==> src/rtl/riscv_ppr_pkg.sv <==
// riscv_ppr_pkg: shared types, constants and helpers for the skid-buffer pipeline register
package riscv_ppr_pkg;
  typedef enum logic [1:0] {PPR_EMPTY, PPR_ONE, PPR_FULL} ppr_state_e;
  localparam int PPR_SLICE_CAP = 2;
  function automatic int ppr_occ_w(input int stages);
    return $clog2(PPR_SLICE_CAP * stages + 1);
  endfunction
endpackage

==> src/rtl/riscv_ppr_skid_slice.sv <==
// riscv_ppr_skid_slice: one 2-entry skid slice; RISCV_PPR_BUBBLE_ZERO_EN zeroes payloads of invalid entries
module riscv_ppr_skid_slice
  import riscv_ppr_pkg::*;
#(
  parameter int DATA_W = 64
) (
  input  logic              clk,
  input  logic              rst_n,
  input  logic              flush,
  input  logic              valid_in,
  output logic              ready_out,
  input  logic [DATA_W-1:0] data_in,
  output logic              valid_out,
  input  logic              ready_in,
  output logic [DATA_W-1:0] data_out
);
  logic              m_v, s_v, push, pop, m_ld, s_ld, s_mv, m_v_n, s_v_n;
  logic [DATA_W-1:0] m_d, s_d, m_d_n, s_d_n;
  ppr_state_e        st;
  assign ready_out = ~s_v;
  assign valid_out = m_v;
  assign data_out  = m_d;
  // next state: flush dominates, skid drains into main on pop, input loads main or skid
  always_comb begin
    push  = valid_in & ~s_v;
    pop   = m_v & ready_in;
    m_ld  = ~flush & push & (~m_v | pop);
    s_ld  = ~flush & push & m_v & ~pop;
    s_mv  = ~flush & s_v & pop;
    m_v_n = ~flush & (s_v | push | (m_v & ~pop));
    s_v_n = ~flush & (s_v ? ~pop : s_ld);
`ifdef RISCV_PPR_BUBBLE_ZERO_EN
    m_d_n = ~m_v_n ? '0 : s_mv ? s_d : m_ld ? data_in : m_d;
    s_d_n = ~s_v_n ? '0 : s_ld ? data_in : s_d;
`else
    m_d_n = s_mv ? s_d : m_ld ? data_in : m_d;
    s_d_n = s_ld ? data_in : s_d;
`endif
    st    = s_v ? PPR_FULL : m_v ? PPR_ONE : PPR_EMPTY;
  end
  // main and skid registers, cleared by asynchronous reset
  always_ff @(posedge clk or negedge rst_n) begin
    if (!rst_n) begin
      m_v <= 1'b0;
      s_v <= 1'b0;
      m_d <= '0;
      s_d <= '0;
    end else begin
      m_v <= m_v_n;
      s_v <= s_v_n;
      m_d <= m_d_n;
      s_d <= s_d_n;
    end
  end
  a_skid_implies_main: assert property (@(posedge clk) disable iff (!rst_n) s_v |-> m_v);
  a_no_push_when_full: assert property (@(posedge clk) disable iff (!rst_n) st == PPR_FULL |-> !push);
endmodule

==> src/rtl/riscv_pp_skidreg.sv <==
// riscv_pp_skidreg: STAGES cascaded skid slices with occupancy; RISCV_PPR_BUBBLE_ZERO_EN zeroes bubble payloads
module riscv_pp_skidreg
  import riscv_ppr_pkg::*;
#(
  parameter int DATA_W = 64,
  parameter int STAGES = 1,
  parameter int OCC_W  = ppr_occ_w(STAGES)
) (
  input  logic              i_riscv_ppr_clk,
  input  logic              i_riscv_ppr_rst_n,
  input  logic              i_riscv_ppr_valid_up,
  output logic              o_riscv_ppr_ready_up,
  input  logic [DATA_W-1:0] i_riscv_ppr_data_up,
  output logic              o_riscv_ppr_valid_dn,
  input  logic              i_riscv_ppr_ready_dn,
  output logic [DATA_W-1:0] o_riscv_ppr_data_dn,
  input  logic              i_riscv_ppr_flush,
  output logic [OCC_W-1:0]  o_riscv_ppr_occ
);
  logic [STAGES:0]   v, r;
  logic [DATA_W-1:0] d [STAGES+1];
  logic              push_up, pop_dn;
  assign v[0]      = i_riscv_ppr_valid_up;
  assign d[0]      = i_riscv_ppr_data_up;
  assign r[STAGES] = i_riscv_ppr_ready_dn;
  for (genvar k = 0; k < STAGES; k++) begin : g_slice
    riscv_ppr_skid_slice #(.DATA_W(DATA_W)) u_slice (
      .clk      (i_riscv_ppr_clk),
      .rst_n    (i_riscv_ppr_rst_n),
      .flush    (i_riscv_ppr_flush),
      .valid_in (v[k]),
      .ready_out(r[k]),
      .data_in  (d[k]),
      .valid_out(v[k+1]),
      .ready_in (r[k+1]),
      .data_out (d[k+1])
    );
  end
  assign o_riscv_ppr_ready_up = r[0];
  assign o_riscv_ppr_valid_dn = v[STAGES];
  assign o_riscv_ppr_data_dn  = d[STAGES];
  assign push_up = v[0] & r[0];
  assign pop_dn  = v[STAGES] & r[STAGES];
  // occupancy tracks boundary transfers only; internal moves never change the total
  always_ff @(posedge i_riscv_ppr_clk or negedge i_riscv_ppr_rst_n) begin
    if (!i_riscv_ppr_rst_n) o_riscv_ppr_occ <= '0;
    else o_riscv_ppr_occ <= i_riscv_ppr_flush ? '0 : o_riscv_ppr_occ + OCC_W'(push_up) - OCC_W'(pop_dn);
  end
endmodule

==> config.mk <==
export PLATFORM = sky130hd
export DESIGN_NAME = riscv_pp_skidreg
export DESIGN_NICKNAME = d
export VERILOG_FILES = /design/src/rtl/riscv_ppr_pkg.sv /design/src/rtl/riscv_ppr_skid_slice.sv /design/src/rtl/riscv_pp_skidreg.sv
export SDC_FILE = /design/constraint.sdc
export NUM_CORES = 1
export LEC_CHECK = 0
export BUFFER_PORTS_ARGS = -buffer_cell sky130_fd_sc_hd__buf_4
export CAP_MARGIN = 20
export CORE_MARGIN = 10
export CORE_UTILIZATION = 45
export CTS_CLUSTER_SIZE = 20
export DETAILED_ROUTE_END_ITERATION = 8
export PLACE_DENSITY = 0.77
export SLEW_MARGIN = 20
export SYNTH_ARGS = -nofsm -noshare
export SYNTH_HDL_FRONTEND = slang
export SYNTH_HIERARCHICAL = 1
export SYNTH_SLANG_ARGS = --single-unit
==> constraint.sdc <==
create_clock -name i_riscv_ppr_clk -period 2 [get_ports i_riscv_ppr_clk]
set_input_delay 0.2 -clock i_riscv_ppr_clk [delete_from_list [all_inputs] [get_ports i_riscv_ppr_clk]]
set_output_delay 0.2 -clock i_riscv_ppr_clk [all_outputs]
set_load 0.02 [all_outputs]
# == Word-level counts from Yosys, hierarchy flattened ==
# Cells that the tools add are included.
# word_totals
register_bits,132
output_inout_bits,68
# op_classes
reduce_logical,1
muxes,4
add_sub_neg,2
n_bitwise,18
# ops
operator,n
$mux W64,2
$and A1 B1 Y1,11
$not A1 Y1,4
$or A1 B1 Y1,3
$add A2 B1 Y2,1
$mux W2,1
$reduce_bool A2 Y1,1
$sub A2 B1 Y2,1
$mux W1,1

# == Depth between registers and ports, before layout ==
# logic_depth
word_depth,7
ltp_mapped,8

# == By module ==
# The synthesis kept the hierarchy.
# by_module_without_submodules
module,cells_per_inst,instances,seq_area_each_um2,area_each_um2
riscv_ppr_skid_slice,354,1,3253.1,5636.7
riscv_pp_skidreg,10,1,50.0,121.4

# == Worst setup path before layout ==
# OpenSTA, ideal clock, no wires.
# synth_path
kind,reg2reg
from,reg g_slice[0].u_slice.m_v
to,reg g_slice[0].u_slice.m_d[48]
setup_ns,0.125
path_stages_with_launch,5
arrival_time_ns,1.891
required_time_ns,1.875
slack_ns,-0.016
cell_sequence,dfrtp_1 > nor2b_4 > a2111oi_4 > buf_6 > mux2_2
# synth_via
elab_chain_cells,4
word_cells_on_any_way,7
# synth_lines
item,line_no,rtl
from (decl),riscv_ppr_skid_slice.sv:17,"logic m_v, s_v, push, pop, m_ld, s_ld, s_mv, m_v_n, s_v_n;"
from (signal assigned),riscv_ppr_skid_slice.sv:49,m_v <= m_v_n;
$and A1 B1 Y1 or $not A1 Y1 (tied branches),"riscv_ppr_skid_slice.sv:26, riscv_ppr_skid_slice.sv:27",
$or A1 B1 Y1,riscv_ppr_skid_slice.sv:27,m_ld = ~flush & push & (~m_v | pop);
$and A1 B1 Y1,riscv_ppr_skid_slice.sv:27,
$reduce_bool A2 Y1 (no source line),-,
to (signal assigned),riscv_ppr_skid_slice.sv:51,m_d <= m_d_n;
to (decl),riscv_ppr_skid_slice.sv:18,"logic [DATA_W-1:0] m_d, s_d, m_d_n, s_d_n;"
# Parallel ways exist; a longest one is shown, timed or not.
# A chain may end at the register's enable or synchronous reset.

# == Final worst setup path ==
# layout_path
from,reg g_slice[0].u_slice.s_v
to,reg g_slice[0].u_slice.m_d[29]
# layout_via
elab_chain_cells,5
word_cells_on_any_way,8
# layout_lines
item,line_no,rtl
from (decl),riscv_ppr_skid_slice.sv:17,
from (signal assigned),riscv_ppr_skid_slice.sv:50,s_v <= s_v_n;
$not A1 Y1,riscv_ppr_skid_slice.sv:25,push = valid_in & ~s_v;
$and A1 B1 Y1,riscv_ppr_skid_slice.sv:25,
$and A1 B1 Y1 (2 in series),riscv_ppr_skid_slice.sv:27,
$reduce_bool A2 Y1 (no source line),-,
# Parallel ways exist; a longest one is shown, timed or not.

==> flow_summary.yaml <==
worst_setup_path:
  crit_chain: "nor2_1 -> a2111oi_4 -> buf_12 -> mux2_2"
  required_ns: 2.29
  crit_cells: 4
  crit_path_start_kind: "register"
  timing.rr.end: "g_slice[0].u_slice/data_out[29]"
  cp-end-kind: "register"
  ff2ff_setup_slack_ns: 0.21
  cp.arrival_ns: 2.08
  cp_num_buf_inv: 1
  max_stage_delay_ns: 0.48
  r2r_start: "g_slice[0].u_slice/s_v"
  crit_slowest_cell: "dfrtp_1"
  ff2ff_path_depth: 4
  worstSetupPathType: "register to register"
  crit_fanout: 33
  crit_family: "flip-flops"
synthesis:
  synth_edf_count: 0
  synth_nets: 435
  synth_cells: 364
  ys_seq_elements: 132
  syn_area_um2: 5760
  yosysUniqueCellTypes: 21
  synth_area_per_cell_um2: 15.8
  yosysWarnings: 6
  synthFlopType: "dfrtp_1"
  async_reset_ff_share_pct: 100
  yosysSeqAreaShare_pct: 57.4
power_and_ir_drop:
  swShare_pct: 25.9
  p_switching_mw: 2.30
  p_int_mw: 6.56
  seqPwrFrac_pct: 41.4
  cellPowerDensity_nw_per_um2: 1160
  p_total_mw: 8.86
  p_comb_share_pct: 21.1
  power.share.clock_pct: 37.5
  ir_drop_mv: 0.745
  p_leak_nw: 3.51
grt:
  grt_pass1_wl_um: 21000
  antenna_found_initial: 0
  grt_max_degree: 54
  groute.usage.overall_pct: 14.8
  overflow: 0
  grt_pass1_vias: 4064
final_layout:
  drive_above_1_share_pct: 67.1
  nets: 581
  final_cell_mix: "mux2_2, buf_4, dfrtp_1, mux2_1, clkbuf_16"
  area_delta_synth_final_pct: 33.1
  postLayoutCellArea_um2: 7660
  multi_input_area_um2: 2330
  layout_commonest_cell: "mux2_2"
  finalNonFillerCells: 695
  fillers: 977
  ff_latch_area_um2: 3300
  final_util_pct: 61.0
  diodes: 0
sta:
  fin_crit_sh_pct: 89.7
  slew_headroom_pct: 57.5
  hold_slack_ns: 0.0269
  fmax_mhz: 557
  worst_pin_slew_ns: 0.637
  fin_tns_setup_ns: 0
  grt_setup_unrepaired: "no"
  slew_viol_final: 0
  finalHoldViolations: 0
  period_needed_ns: 1.79
  setup_viol_count_final: 0
  fin_skew_ns: 0.00758
  post-route-worst-setup-slack_ns: 0.206
route:
  drtPass1Iterations: 3
  wire_per_inst_um: 18.5
  drt_iter0_drc: 141
  wl_um: 12800
  via_per_inst: 5.03
  ant_nets: 0
  num_vias: 3494
  route.detailed.drc: 0
outcome:
  status: "finished, final reports clean"
floorplanning:
  pin_count: 137
  core_area_um2: 12600
  start_util_pct: 45.8
  die_area_um2: 17700
  die-width_um: 133
  dieHeight_um: 133
  row_count: 41
min_path:
  min_to: "g_slice[0].u_slice/valid_out"
  hold_depth: 2
  hp-start: "i_riscv_ppr_flush"
  hp-class: "primary input to register"
cts:
  tritoncts: "yes"
  cts_resized: 0
  clock-sinks: 132
  clock-root-buffer: "clkbuf_16"
  post_cts_buffers: 0
  clk_latency_ns: 0.40
  numCtsBuffers: 17
  clkTransAtPathRegs_ns: 0.05
  cts.path.max_buffers: 2
  ctsHoldBuffers: 1
  cts_htree_levels: 4
place:
  pre_cts_slack_ns: 0.213
  io_buffer_count: 136
  hpwl_um: 9050
  placed_area_um2: 7020
  place.gp.congestion: 0.739
  dp_cells: 662
flow_run:
  maxCapViolations: 0
## how the worst max path moves through the flow
stage,from,end,slack [ns]
global route,g_slice[0].u_slice/s_v,g_slice[0].u_slice/data_out[37],0.12
CTS,g_slice[0].u_slice/s_v,g_slice[0].u_slice/data_out[29],0.19
finish,g_slice[0].u_slice/s_v,g_slice[0].u_slice/data_out[29],0.21
global placement,g_slice[0].u_slice/s_v,g_slice[0].u_slice/data_out[63],0.25
floorplan,g_slice[0].u_slice/valid_out,g_slice[0].u_slice/data_out[48],0.02
detailed placement,g_slice[0].u_slice/s_v,g_slice[0].u_slice/data_out[30],0.21
## power by group through the flow
stage	clock (mW)	sequential, mW	combinational (mW)
after detailed placement	0	3.71	1.90
after floorplan	0	3.97	0.731
final	3.33	3.67	1.87
after global routing	3.52	3.75	2.01
after CTS	3.40	3.67	1.91
after global placement	0	3.66	1.85
## area by class of cell
type                            count  share of cell area, %
Clock inverter                      7                   1.88
Tap cell                          172                   2.81
Timing Repair Buffer              147                   15.2
Inverter                            3                  0.147
Multi-Input combinational cell    209                   30.4
Clock buffer                       25                   6.46
Sequential cell                   132                   43.1
## worst register-to-register path, cell delays in order (launching register included)
cell       delay (ns)
dfrtp_1          0.48
nor2_1           0.12
a2111oi_4        0.43
buf_12           0.28
mux2_2           0.37
## synth_stat cells (2+ instances only)
| cell | count | area [um^2] |
|---|---|---|
| mux2_1 | 19 | 214 |
| dfrtp_1 | 132 | 3300 |
| mux2_2 | 173 | 1950 |
| nor2_1 | 3 | 11.3 |
| buf_2 | 7 | 35.0 |
| nor3_1 | 2 | 10.0 |
| buf_6 | 6 | 67.6 |
| clkbuf_1 | 7 | 26.3 |
| inv_1 | 2 | 7.51 |
| ha_1 | 2 | 25.0 |
## registers in the layout, summed over array words and instances, names as in the netlist
signal                     count
g_slice.u_slice/s_v            1
g_slice.u_slice/valid_out      1
o_riscv_ppr_occ                2
g_slice.u_slice/s_d           64
g_slice.u_slice/data_out      64
## cells by family after synthesis
group | count (synthesis) | share of synthesized area, %
AOI/OAI and AO/OA | 3 | 0.695
xor gates and xnor gates | 1 | 0.391
adders and majority gates | 2 | 0.435
buffers and inverters | 23 | 2.43
DFF | 132 | 57.4
muxes | 192 | 37.5
and+or+nand+nor | 11 | 1.13
## routing by layer
| layer | part of all wire, % | track usage (%) |
|---|---|---|
| met5 | 0 | 0 |
| met4 | 0.96 | 4.72 |
| met3 | 5.4 | 4.96 |
| met2 | 54 | 27.0 |
| met1 | 40 | 15.7 |
(Power assumes the default switching activity.)
